[src/rtl/matmul_result_stream_if.sv]
// Capture-side and AXI-Stream-side signals of the matmul result streamer.
interface matmul_result_stream_if #(
   parameter int unsigned ACC_W = 32,
   parameter int unsigned OUT_W = 16
);
   logic                                 done_in;
   logic [1:0][1:0][ACC_W-1:0]           c_in;
   logic                                 in_ready;
   logic signed [OUT_W-1:0]              m_tdata;
   logic                                 m_tvalid;
   logic                                 m_tready;
   logic                                 m_tlast;

   // Streamer side: accepts matrices, drives the stream
   modport master (
      input  done_in, c_in, m_tready,
      output in_ready, m_tdata, m_tvalid, m_tlast
   );

   // Core/sink side: supplies matrices, consumes the stream
   modport slave (
      output done_in, c_in, m_tready,
      input  in_ready, m_tdata, m_tvalid, m_tlast
   );
endinterface

[src/rtl/matmul_result_stream.sv]
// Buffers up to two 2x2 result matrices from the matmul core and streams them
// row-major (C00, C01, C10, C11) with optional saturation to OUT_W bits.
module matmul_result_stream #(
   parameter int unsigned ACC_W = 32,
   parameter int unsigned OUT_W = 16,
   parameter int unsigned SAT   = 1,
   parameter int unsigned CNT_W = 16
) (
   input  logic                 clk,
   input  logic                 rst,
   matmul_result_stream_if.master bus,
   output logic                 overflow,
   output logic [CNT_W-1:0]     frame_cnt
);
   typedef logic signed [ACC_W-1:0] acc_t;

   // Largest/smallest value representable in OUT_W signed bits, at ACC_W width
   localparam acc_t SAT_MAX = {{(ACC_W-OUT_W+1){1'b0}}, {(OUT_W-1){1'b1}}};
   localparam acc_t SAT_MIN = ~SAT_MAX;

   acc_t                 slot_q [2][4];
   logic [1:0]           count_q, count_d;
   logic                 wr_ptr_q, wr_ptr_d;
   logic                 rd_ptr_q, rd_ptr_d;
   logic [1:0]           idx_q, idx_d;
   logic                 overflow_d;
   logic [CNT_W-1:0]     frame_d;
   logic                 tvalid_q, tvalid_d;
   logic                 tlast_q, tlast_d;
   logic [OUT_W-1:0]     tdata_q, tdata_d;
   logic                 in_ready_q, in_ready_d;
   logic                 wr_en, xfer, pop;
   acc_t                 elem_d;

   // Saturate or truncate one accumulator element to the stream width
   function automatic logic [OUT_W-1:0] conv(input acc_t v);
      if (SAT != 0 && v > SAT_MAX) return OUT_W'(SAT_MAX);
      if (SAT != 0 && v < SAT_MIN) return OUT_W'(SAT_MIN);
      return OUT_W'(v);
   endfunction

   // Next-state and next-output computation from registered state
   always_comb begin
      wr_en      = bus.done_in && in_ready_q;
      xfer       = tvalid_q && bus.m_tready;
      pop        = xfer && (idx_q == 2'd3);
      wr_ptr_d   = wr_ptr_q;
      rd_ptr_d   = rd_ptr_q;
      idx_d      = idx_q;
      frame_d    = frame_cnt;
      overflow_d = overflow || (bus.done_in && !in_ready_q);
      if (wr_en) wr_ptr_d = ~wr_ptr_q;
      if (xfer)  idx_d = idx_q + 2'd1;
      if (pop) begin
         rd_ptr_d = ~rd_ptr_q;
         frame_d  = frame_cnt + CNT_W'(1);
      end
      count_d = count_q + 2'(wr_en) - 2'(pop);
      // A matrix written this edge into the slot about to be read is not yet in slot_q
      if (wr_en && (wr_ptr_q == rd_ptr_d))
         elem_d = bus.c_in[idx_d[1]][idx_d[0]];
      else
         elem_d = slot_q[rd_ptr_d][idx_d];
      tvalid_d   = (count_d != 2'd0);
      tlast_d    = tvalid_d && (idx_d == 2'd3);
      tdata_d    = tvalid_d ? conv(elem_d) : '0;
      in_ready_d = (count_d < 2'd2);
   end

   // Control and output registers
   always_ff @(posedge clk or posedge rst) begin
      if (rst) begin
         count_q    <= '0;
         wr_ptr_q   <= 1'b0;
         rd_ptr_q   <= 1'b0;
         idx_q      <= '0;
         overflow   <= 1'b0;
         frame_cnt  <= '0;
         tvalid_q   <= 1'b0;
         tlast_q    <= 1'b0;
         tdata_q    <= '0;
         in_ready_q <= 1'b1;
      end else begin
         count_q    <= count_d;
         wr_ptr_q   <= wr_ptr_d;
         rd_ptr_q   <= rd_ptr_d;
         idx_q      <= idx_d;
         overflow   <= overflow_d;
         frame_cnt  <= frame_d;
         tvalid_q   <= tvalid_d;
         tlast_q    <= tlast_d;
         tdata_q    <= tdata_d;
         in_ready_q <= in_ready_d;
      end
   end

   // Matrix slot storage, written on accepted captures
   always_ff @(posedge clk or posedge rst) begin
      if (rst) begin
         for (int s = 0; s < 2; s++)
            for (int e = 0; e < 4; e++)
               slot_q[s][e] <= '0;
      end else if (wr_en) begin
         slot_q[wr_ptr_q][0] <= bus.c_in[0][0];
         slot_q[wr_ptr_q][1] <= bus.c_in[0][1];
         slot_q[wr_ptr_q][2] <= bus.c_in[1][0];
         slot_q[wr_ptr_q][3] <= bus.c_in[1][1];
      end
   end

   assign bus.m_tvalid = tvalid_q;
   assign bus.m_tlast  = tlast_q;
   assign bus.m_tdata  = tdata_q;
   assign bus.in_ready = in_ready_q;
endmodule
[src/flat_wrapper.sv]
// flat-port wrapper written by rule: the top's interface ports become plain ports
module matmul_result_stream_flat 
#(
   parameter int unsigned ACC_W = 32,
   parameter int unsigned OUT_W = 16,
   parameter int unsigned SAT   = 1,
   parameter int unsigned CNT_W = 16
)
  (clk, rst, overflow, frame_cnt, bus_done_in, bus_c_in, bus_m_tready, bus_in_ready, bus_m_tdata, bus_m_tvalid, bus_m_tlast);
  matmul_result_stream_if #(.ACC_W(ACC_W), .OUT_W(OUT_W)) bus_i ();
  input  logic clk;
  input  logic rst;
  output logic overflow;
  output logic [CNT_W-1:0] frame_cnt;
  input wire logic [$bits(bus_i.done_in)-1:0] bus_done_in;
  input wire logic [$bits(bus_i.c_in)-1:0] bus_c_in;
  input wire logic [$bits(bus_i.m_tready)-1:0] bus_m_tready;
  output wire logic [$bits(bus_i.in_ready)-1:0] bus_in_ready;
  output wire logic [$bits(bus_i.m_tdata)-1:0] bus_m_tdata;
  output wire logic [$bits(bus_i.m_tvalid)-1:0] bus_m_tvalid;
  output wire logic [$bits(bus_i.m_tlast)-1:0] bus_m_tlast;
  assign bus_i.done_in = bus_done_in;
  assign bus_i.c_in = bus_c_in;
  assign bus_i.m_tready = bus_m_tready;
  assign bus_in_ready = bus_i.in_ready;
  assign bus_m_tdata = bus_i.m_tdata;
  assign bus_m_tvalid = bus_i.m_tvalid;
  assign bus_m_tlast = bus_i.m_tlast;
  matmul_result_stream #(.ACC_W(ACC_W), .OUT_W(OUT_W), .SAT(SAT), .CNT_W(CNT_W)) u_core (.clk(clk), .rst(rst), .bus(bus_i), .overflow(overflow), .frame_cnt(frame_cnt));
endmodule
[config.mk]
export PLATFORM = sky130hd
export DESIGN_NAME = matmul_result_stream_flat
export DESIGN_NICKNAME = d
export VERILOG_FILES = /design/src/rtl/matmul_result_stream_if.sv /design/src/rtl/matmul_result_stream.sv /design/src/flat_wrapper.sv
export SDC_FILE = /design/constraint.sdc
export NUM_CORES = 1
export LEC_CHECK = 0
export BUFFER_PORTS_ARGS = -buffer_cell sky130_fd_sc_hd__buf_2
export CAP_MARGIN = 0
export CORE_MARGIN = 2
export CORE_UTILIZATION = 40
export DETAILED_ROUTE_END_ITERATION = 12
export PLACE_DENSITY_LB_ADDON = 0.15
export SYNTH_ARGS = -nofsm -noshare
export SYNTH_HDL_FRONTEND = slang
export SYNTH_SLANG_ARGS = --single-unit
[constraint.sdc]
create_clock -name clk -period 24.5 [get_ports clk]
set_input_delay 2.45 -clock clk [delete_from_list [all_inputs] [get_ports clk]]
set_output_delay 2.45 -clock clk [all_outputs]
set_load 0.01 [all_outputs]
Yosys cells after proc, flatten, opt, wreduce, memory -nomap -nowiden
Index checks and enable logic that the tools add are counted.
- $add $sub $neg: 4
- magnitude comparators: 9
- equality and inequality tests: 3
- muxes and demuxes: 33
- bitwise gates (word level): 5
- reduce and logical (&&, ||, !) cells: 10
- operators by type and width (kind ; count):
    256-bit bitwise mux ; 4
    128-bit demux with 1-bit select ; 4
    128-bit two-way mux ; 4
    32-bit two-way mux ; 6
    64-bit two-way mux ; 3
    96-bit two-way mux ; 1
    16-bit two-way mux ; 5
    32-bit binary-select mux with 2-bit select ; 1
    32-bit by 16-bit > comparator with 1-bit output, second input constant ; 1
    32-bit by 16-bit less-than comparator with 1-bit output, second input constant ; 1
    16-bit by 1-bit adder with 16-bit output, second input constant ; 1
    1-bit logical AND ; 7
    2-bit == test, second input constant ; 2
    2-bit greater-or-equal comparator, second input constant ; 2
    1-bit by 2-bit less-than comparator with 1-bit output, second input constant ; 2
    1-bit two-way mux ; 4
    1-bit inverter with 2-bit output ; 2
    3-bit greater-or-equal comparator, second input constant ; 1
    2-bit inverter with 3-bit output ; 1
    2-bit by 1-bit adder with 2-bit output ; 1
    2-bit by 1-bit adder with 2-bit output, second input constant ; 1
    2-bit by 1-bit less-than comparator with 1-bit output, second input constant ; 1
    2-bit less-than comparator, second input constant ; 1
    2-bit two-way mux ; 1
    other kinds (6) ; 7
- bits in registers: 298
- output and inout bits: 36
- logic and storage cells: 82

Depth between registers and ports, before layout
Gate-level depths: netlist (run 1).
- word-level depth: 17
- gate-level depth with buffers: 16
- gate-level depth less buffers: 15

Worst setup path before layout (run 1)
OpenSTA, ideal clock, no wires.
- path kind: input to register
- start point: in bus_m_tready
- end point: reg u_core.tdata_q[0], in the netlist u_core.bus.m_tdata[0]
- arrival time: 4758 ps
- data required time: 24434 ps
- path slack: 19676 ps
- stages: 15
- path buffers: 1
- cells stage by stage: nand3_1 > inv_1 > ha_1 > inv_1 > ha_1 > xnor2_1 > xnor2_1 > nor2_1 > inv_1 > o221a_2 > nand4_1 > o41ai_4 > buf_4 > o211ai_1 > nand2_1
- elaborated cells on any way between the ends: 30
- classes of those cells: add/sub: 1; order compare: 2; eq/ne: 1; mux: 20; bitwise: 2; reduce/logical: 4
- RTL lines (what ; RTL line ; text):
    start, declared ; flat_wrapper.sv:17 ; input wire logic [$bits(bus_i.m_tready)-1:0] bus_m_tready;
    1-bit logical AND ; matmul_result_stream.sv:45 ; xfer = tvalid_q && bus.m_tready;
    1-bit logical AND ; matmul_result_stream.sv:46 ; pop = xfer && (idx_q == 2'd3);
    via u_core.pop ; matmul_result_stream.sv:32 ; logic wr_en, xfer, pop;
    2-bit by 1-bit subtractor with 2-bit output ; matmul_result_stream.sv:58 ; count_d = count_q + 2'(wr_en) - 2'(pop);
    via u_core.count_d[1] ; matmul_result_stream.sv:22 ; logic [1:0] count_q, count_d;
    2-bit nonzero test ; matmul_result_stream.sv:64 ; tvalid_d = (count_d != 2'd0);
    via u_core.tvalid_d ; matmul_result_stream.sv:28 ; logic tvalid_q, tvalid_d;
    16-bit two-way mux ; matmul_result_stream.sv:66 ; tdata_d = tvalid_d ? conv(elem_d) : '0;
    via u_core.tdata_d[0] ; matmul_result_stream.sv:30 ; logic [OUT_W-1:0] tdata_q, tdata_d;
    end signal, assigned ; matmul_result_stream.sv:92 ; tdata_q <= tdata_d;
    end, declared ; matmul_result_stream.sv:30 ;
The timed path passes the listed nets, and every way through them passes these cells. The select of a mux whose other input is x is not followed.
A chain may end at the register's enable or synchronous reset.

Worst setup path in the final report (run 1)
- start point: in bus_m_tready
- end point: reg u_core.tdata_q[14], in the netlist u_core.bus.m_tdata[14]
- word-level cells in the longest chain between the ends: 17
- elaborated cells on any way between the ends: 30
- classes of those cells: add/sub: 1; order compare: 2; eq/ne: 1; mux: 20; bitwise: 2; reduce/logical: 4
- RTL lines (what ; RTL line ; text):
    1-bit logical AND (*) ; matmul_result_stream.sv:45 ;
    1-bit logical AND ; matmul_result_stream.sv:46 ;
    1-bit two-way mux ; matmul_result_stream.sv:54 ; if (pop) begin
    1-bit inverter with 2-bit output (not written as such) ; matmul_result_stream.sv:63 ; elem_d = slot_q[rd_ptr_d][idx_d];
    128-bit two-way mux (not written as such) (3 in a row) ; matmul_result_stream.sv:63 ;
    32-bit binary-select mux with 2-bit select ; matmul_result_stream.sv:63 ;
    32-bit two-way mux (not written as such) (2 in a row) ; matmul_result_stream.sv:63 ;
    32-bit two-way mux ; matmul_result_stream.sv:60 ; if (wr_en && (wr_ptr_q == rd_ptr_d))
    32-bit by 16-bit less-than comparator with 1-bit output ; matmul_result_stream.sv:38 ; if (SAT != 0 && v < SAT_MIN) return OUT_W'(SAT_MIN);
    1-bit two-way mux (2 in a row) ; matmul_result_stream.sv:38 ;
    16-bit two-way mux ; matmul_result_stream.sv:39 ; return OUT_W'(v);
    16-bit two-way mux ; matmul_result_stream.sv:38 ;
    16-bit two-way mux (*) ; matmul_result_stream.sv:66 ;
    via u_core.tdata_d[14] ; matmul_result_stream.sv:30 ;
Mark *: on every way through the listed nets, which the timed path passes. The rest lies on a longest branch. The select of a mux whose other input is x is not followed.

==> results.toml, run 1 <==
[sta]
tns_ns = 0
setup_ws_ns = 18.75
tightest_slew_ns = 1.10
rsz0062_at_grt = "no"
setup_viol = 0
drv_slew = 0
period_share_pct = 23.5
whs_ns = 0.455
finClkSkew_ns = 0.0224
slew_headroom_pct = 26.8
max_freq_ghz = 0.174
hold_viol_final = 0
fin_crit_ns = 5.75

[synthesis]
syn_avg_cell_area_um2 = 14.0
synth_edf_count = 0
synthTopCellsByArea = "dfrtp_1 52%, mux2_2 20%, mux4_2 10%"
ys_ff_latch = 298
syn_area_mm2 = 0.0142
yosysWarnings = 0
synth_top_area_share_pct = 52.3
yosys.cell_types.count = 43
ys_async_sr_fraction_pct = 100
synth_fp_nets = 1151
synth.most_common_cell = "dfrtp_1"
postSynthCellCount = 1015
synthFlopType = "dfrtp_1"
yosys.area.top_type = "dfrtp_1"
synth_common_cells = "297 x dfrtp_1, 257 x mux2_2, 121 x nand2_1"
ys_seq_area_share_pct = 52.5

[min_path]
worstHoldStart = "u_core.overflow$_DFF_PP0_"
hold_end = "u_core.overflow$_DFF_PP0_"
min_path_type = "register to register"
worstHoldPathCells = 1

[floorplanning]
std_cell_rows = 69
die_h_um = 193
core_area_mm2 = 0.0353
dieWidth_um = 193
dieArea_mm2 = 0.0371
start_util_pct = 40.3
io_pins = 168

[layout]
instances_no_fill = 1648
stdcell_area_mm2 = 0.0166
fin_util_pct = 46.9
finish.net_count = 1304
area_delta_synth_final_pct = 16.5
drive_gt1_share_pct = 47.9

[critical_path]
crit_type = "input pin to register"
crit_path_start_kind = "input pin"
r2r_setup_slack_ns = 20.39
endpoint_kind = "register"
path_max_fanout = 48
rr_startpoint = "u_core.bus.m_tvalid$_DFF_PP0_"
arrival_ns = 6.19
worstPathCellList = "buf_2 > nand2_2 > xor2_4 > buf_4 > inv_4 > buf_4 > mux4_1 > o22ai_1 > nor2_1 > nand4_1 > o41ai_4 > buf_4 > o211ai_1 > nand2_1"
max_stage_delay_ns = 0.70
reg2reg_depth = 13
worstPathRequired_ns = 24.94
regToRegEndpoint = "u_core.bus.m_tdata[14]$_DFF_PP0_"
crit_path_top_delay_cell = "buf_4"
cpMostUsedCell = "buf_4"

[routing]
ant_nets = 0
wire_per_inst_um = 20.9
drt_iter0_drc = 350
drtPass1Iterations = 6
wl_mm = 34.5
route.detailed.drc = 0
via_per_inst = 5.43
vias = 8943

[power]
power_density_mw_per_mm2 = 158
ir_drop_mv = 0.0820
power.total_mw = 2.61
leakage_nw = 7.35

[placed_design]
dpl.cell_count = 1592
pre_cts_slack_ns = 18.13
placedInstanceArea_mm2 = 0.0155
gp_congestion = 0.752
hpwl_mm = 22.2
port_buffers = 167

[clock_network]
postCtsHoldBufs = 0
cts_sinks = 298
cts_made_buffers = 35
clock-root-buffer = "clkbuf_16"
cts_tree = "built"
clk_pin_slew_ns = 0.06
postCtsSetupBuffers = 0
clock_latency_ns = 0.51
clockBufferDepth = 3
cts_resized = 0
htree_levels = 2

[grt]
grt_pass1_wl_mm = 55.0
grt_pass1_vias = 9493
track_usage_pct = 19.3
grt_max_degree = 109
grt-ovfl-total = 0
antenna_found_initial = 6

[status]
status = "finished clean"

[run]
drv_cap = 0
[worst max-delay path by stage]
| stage | from | end | slack (ns) | depth (start not counted) |
|---|---|---|---|---|
| CTS | bus_m_tready | u_core.bus.m_tdata[14]$_DFF_PP0_ | 18.66 | 14 |
| finish | bus_m_tready | u_core.bus.m_tdata[14]$_DFF_PP0_ | 18.75 | 14 |
| global placement | bus_m_tready | u_core.bus.m_tdata[14]$_DFF_PP0_ | 18.20 | 13 |
| detailed placement | bus_m_tready | u_core.bus.m_tdata[7]$_DFF_PP0_ | 18.13 | 14 |
| floorplan | rst | u_core.bus.m_tdata[0]$_DFF_PP0_ | 13.82 | 1 |
| global route | bus_m_tready | u_core.bus.m_tdata[14]$_DFF_PP0_ | 18.40 | 14 |
[flip-flops by register name, summed over array words and instances (netlist names)]
signal	flops
u_core.bus.m_tvalid	1
u_core.frame_cnt	16
u_core.bus.m_tlast	1
u_core.rd_ptr_q	1
u_core.slot_q	256
u_core.idx_q	2
u_core.count_q	2
u_core.wr_ptr_q	1
u_core.bus.m_tdata	16
u_core.bus.in_ready	1
u_core.overflow	1
[cell type report]
cell class | count | area [µm²]
multi-input combinational | 640 | 6430
inverter | 10 | 47.5
tap | 461 | 577
sequential | 298 | 7460
clock inverter | 4 | 70.1
clock buffer | 51 | 1030
fill | 3197 | 18700
antenna | 1 | 2.50
timing repair buffer | 183 | 956
[placed cells by master, fill, tap and decap left out, types with 15 or more instances in the layout]
master     count
buf_2        167
o22ai_1       15
mux4_2        65
nor2_1        33
nand3_1       20
nand2_1      120
mux2_2       257
and3_1        20
o211ai_1      15
a31oi_1       15
clkbuf_16     37
dfrtp_1      297
buf_4         16
[routing by layer]
metal  GRT usage, %  wire (µm)
met2           31.6      16700
met3           3.47       1490
met5              0         48
met1           26.7      15700
met4           4.58        539
[cell families (layout without fill, tap and decap cells)]
| group | after synthesis | after routing | share of synthesized area [%] |
|---|---|---|---|
| simple gates | 213 | 213 | 6.49 |
| other cells | 0 | 1 | 0 |
| compound gates | 62 | 62 | 3.27 |
| buf+inv | 77 | 248 | 2.49 |
| xor+xnor | 21 | 21 | 1.43 |
| fa+ha+maj | 4 | 4 | 0.352 |
| mux | 340 | 340 | 33.5 |
| flops | 298 | 298 | 52.5 |
[worst max-delay path, delay by kind of cell]
family / cells / cell delay (ns)
multiplexers: 1 / 0.39
AND/OR/NAND/NOR: 4 / 0.70
AO/OA/AOI/OAI: 3 / 0.59
buffers and inverters: 5 / 1.85
XOR/XNOR: 1 / 0.16
[power breakdown]
part           switching (mW)  total (mW)  internal, mW  leakage (nW)
registers               0.118       0.858         0.741          3.55
clock network           0.199       0.508         0.309         0.539
logic                   0.606        1.24         0.638          3.26
total                   0.923        2.61          1.69          7.35
(Power assumes the default switching activity.)
==> inputs of run 2 (changes only) <==
- clock period: 24.5 -> 4.6 ns (I/O delays scaled with it)
==> results.toml, run 2 (synthesized netlist as in run 1, its figures left out) <==
[critical_path]
regToRegEndpoint = "u_core.bus.m_tdata[14]$_DFF_PP0_"
crit_path_start_kind = "register"
crit_type = "register to register"
rr_startpoint = "u_core.idx_q[0]$_DFF_PP0_"
crit_path_top_delay_cell = "dfrtp_1"
startpoint = "u_core.idx_q[0]$_DFF_PP0_"
worstPathRequired_ns = 5.05
arrival_ns = 3.96
reg2reg_depth = 16
r2r_setup_slack_ns = 1.09
endpoint_kind = "register"
max_stage_delay_ns = 0.44
path_max_fanout = 15
worstPathCellList = "ha_1 > nand3_1 > inv_1 > ha_1 > inv_1 > ha_1 > xnor2_1 > xnor2_1 > nor2_1 > inv_1 > o221a_2 > nand4_1 > o41ai_4 > buf_4 > o211ai_1 > nand2_1"

[run]
drv_cap = 0

[clock_network]
cts_tree = "built"
clock-root-buffer = "clkbuf_16"
cts_sinks = 298
htree_levels = 2
cts_made_buffers = 35
postCtsSetupBuffers = 0
clock_latency_ns = 0.52
cts_resized = 0
clockBufferDepth = 3
clk_pin_slew_ns = 0.06
postCtsHoldBufs = 0

[sta]
rsz0062_at_grt = "no"
drv_slew = 0
setup_ws_ns = 1.09
tightest_slew_ns = 0.841
finClkSkew_ns = 0.0129
max_freq_ghz = 0.285
fin_crit_ns = 3.51
setup_viol = 0
period_share_pct = 76.3
slew_headroom_pct = 43.9
hold_viol_final = 0
tns_ns = 0

[power]
ir_drop_mv = 0.408
leakage_nw = 7.39
power_density_mw_per_mm2 = 844
power.total_mw = 14.1

[grt]
grt_max_degree = 136
grtUsageMet1_pct = 26.6
gr-max-usage-layer = "met2"
track_usage_pct = 19.4
met3_usage_pct = 4.38
grt-ovfl-total = 0
antenna_found_initial = 10
grt_pass1_vias = 9426
grt_pass1_wl_mm = 55.2
grt.met2_usage_pct = 31.2

[routing]
route.detailed.drc = 0
wl_mm = 34.8
ant_nets = 0
vias = 9093
via_per_inst = 5.46
drtPass1Iterations = 5
wire_per_inst_um = 20.9
drt_iter0_drc = 604

[floorplanning]
core_area_mm2 = 0.0353
dieArea_mm2 = 0.0371
die_h_um = 193
dieWidth_um = 193
io_pins = 168
std_cell_rows = 69
start_util_pct = 40.3

[layout]
area_delta_synth_final_pct = 17.3
mostFrequentLayoutCell = "dfrtp_1"
fin_util_pct = 47.2
drive_gt1_share_pct = 48.0
largest-register = "u_core.slot_q"
layout_common_cells = "297 x dfrtp_1, 257 x mux2_2, 167 x buf_2"
fillers = 3215
finish.net_count = 1311
largest_reg_flops = 256

[placed_design]
port_buffers = 167
hpwl_mm = 22.7
gp_congestion = 0.745
pre_cts_slack_ns = 1.07

[min_path]
min_path_type = "input pin to async pin"

[status]
status = "finished clean"
==> run 2: per-stage QoR <==
stage	area, µm²	cells	hold slack (ns)
finish	16700	1665	0.0701
floorplan	14200	1015	0.470
global placement	15600	1599	0.434
detailed placement	15600	1599	0.445
global route	16700	1663	0.128
CTS	16700	1661	0.0803
==> run 2: final cells by class <==
class                      instances  area, µm²  share of cell area, %
timing repair buffer             190       1060                   6.35
sequential                       298       7460                   44.7
clock buffer                      60       1090                   6.55
tap                              461        577                   3.46
clock inverter                     2       12.5                 0.0750
multi-input combinational        640       6430                   38.5
antenna                            4       10.0                 0.0600
inverter                          10       43.8                  0.263
==> run 2: worst max-delay path by stage <==
stage	to	slack (ns)	cells after the start
finish	u_core.bus.m_tdata[14]$_DFF_PP0_	1.09	16
global route	u_core.bus.m_tdata[7]$_DFF_PP0_	0.79	16
floorplan	u_core.bus.m_tdata[0]$_DFF_PP0_	0.18	1
detailed placement	u_core.bus.m_tdata[6]$_DFF_PP0_	1.07	16
CTS	u_core.bus.m_tdata[14]$_DFF_PP0_	1.05	16
global placement	u_core.bus.m_tdata[3]$_DFF_PP0_	1.09	11
==> run 2: layer usage <==
metal  vias to the layer above  share of wire [%]  routed length (µm)
met4                        10                1.7                 591
met3                        51                5.4                1870
met1                      4758                 45               15500
met5                         -               0.19                  66
li1                       4083                  -                   -
met2                       191                 48               16700
==> run 2: worst max-delay path: cells and delay by family, from the launching register on <==
| family | cells | cell delay (ns) |
|---|---|---|
| adder cells (fa/ha/maj) | 3 | 0.70 |
| AO/OA/AOI/OAI | 3 | 0.68 |
| buffers and inverters | 4 | 0.67 |
| AND/OR/NAND/NOR | 4 | 0.55 |
| flip-flops | 1 | 0.44 |
| XOR/XNOR | 2 | 0.41 |
==> run 2: where the power goes <==
| group | internal [mW] | total (mW) | switching (mW) |
|---|---|---|---|
| sequential | 3.94 | 4.57 | 0.623 |
| combinational | 3.48 | 6.84 | 3.36 |
| clock | 1.61 | 2.67 | 1.06 |
| total | 9.03 | 14.1 | 5.05 |
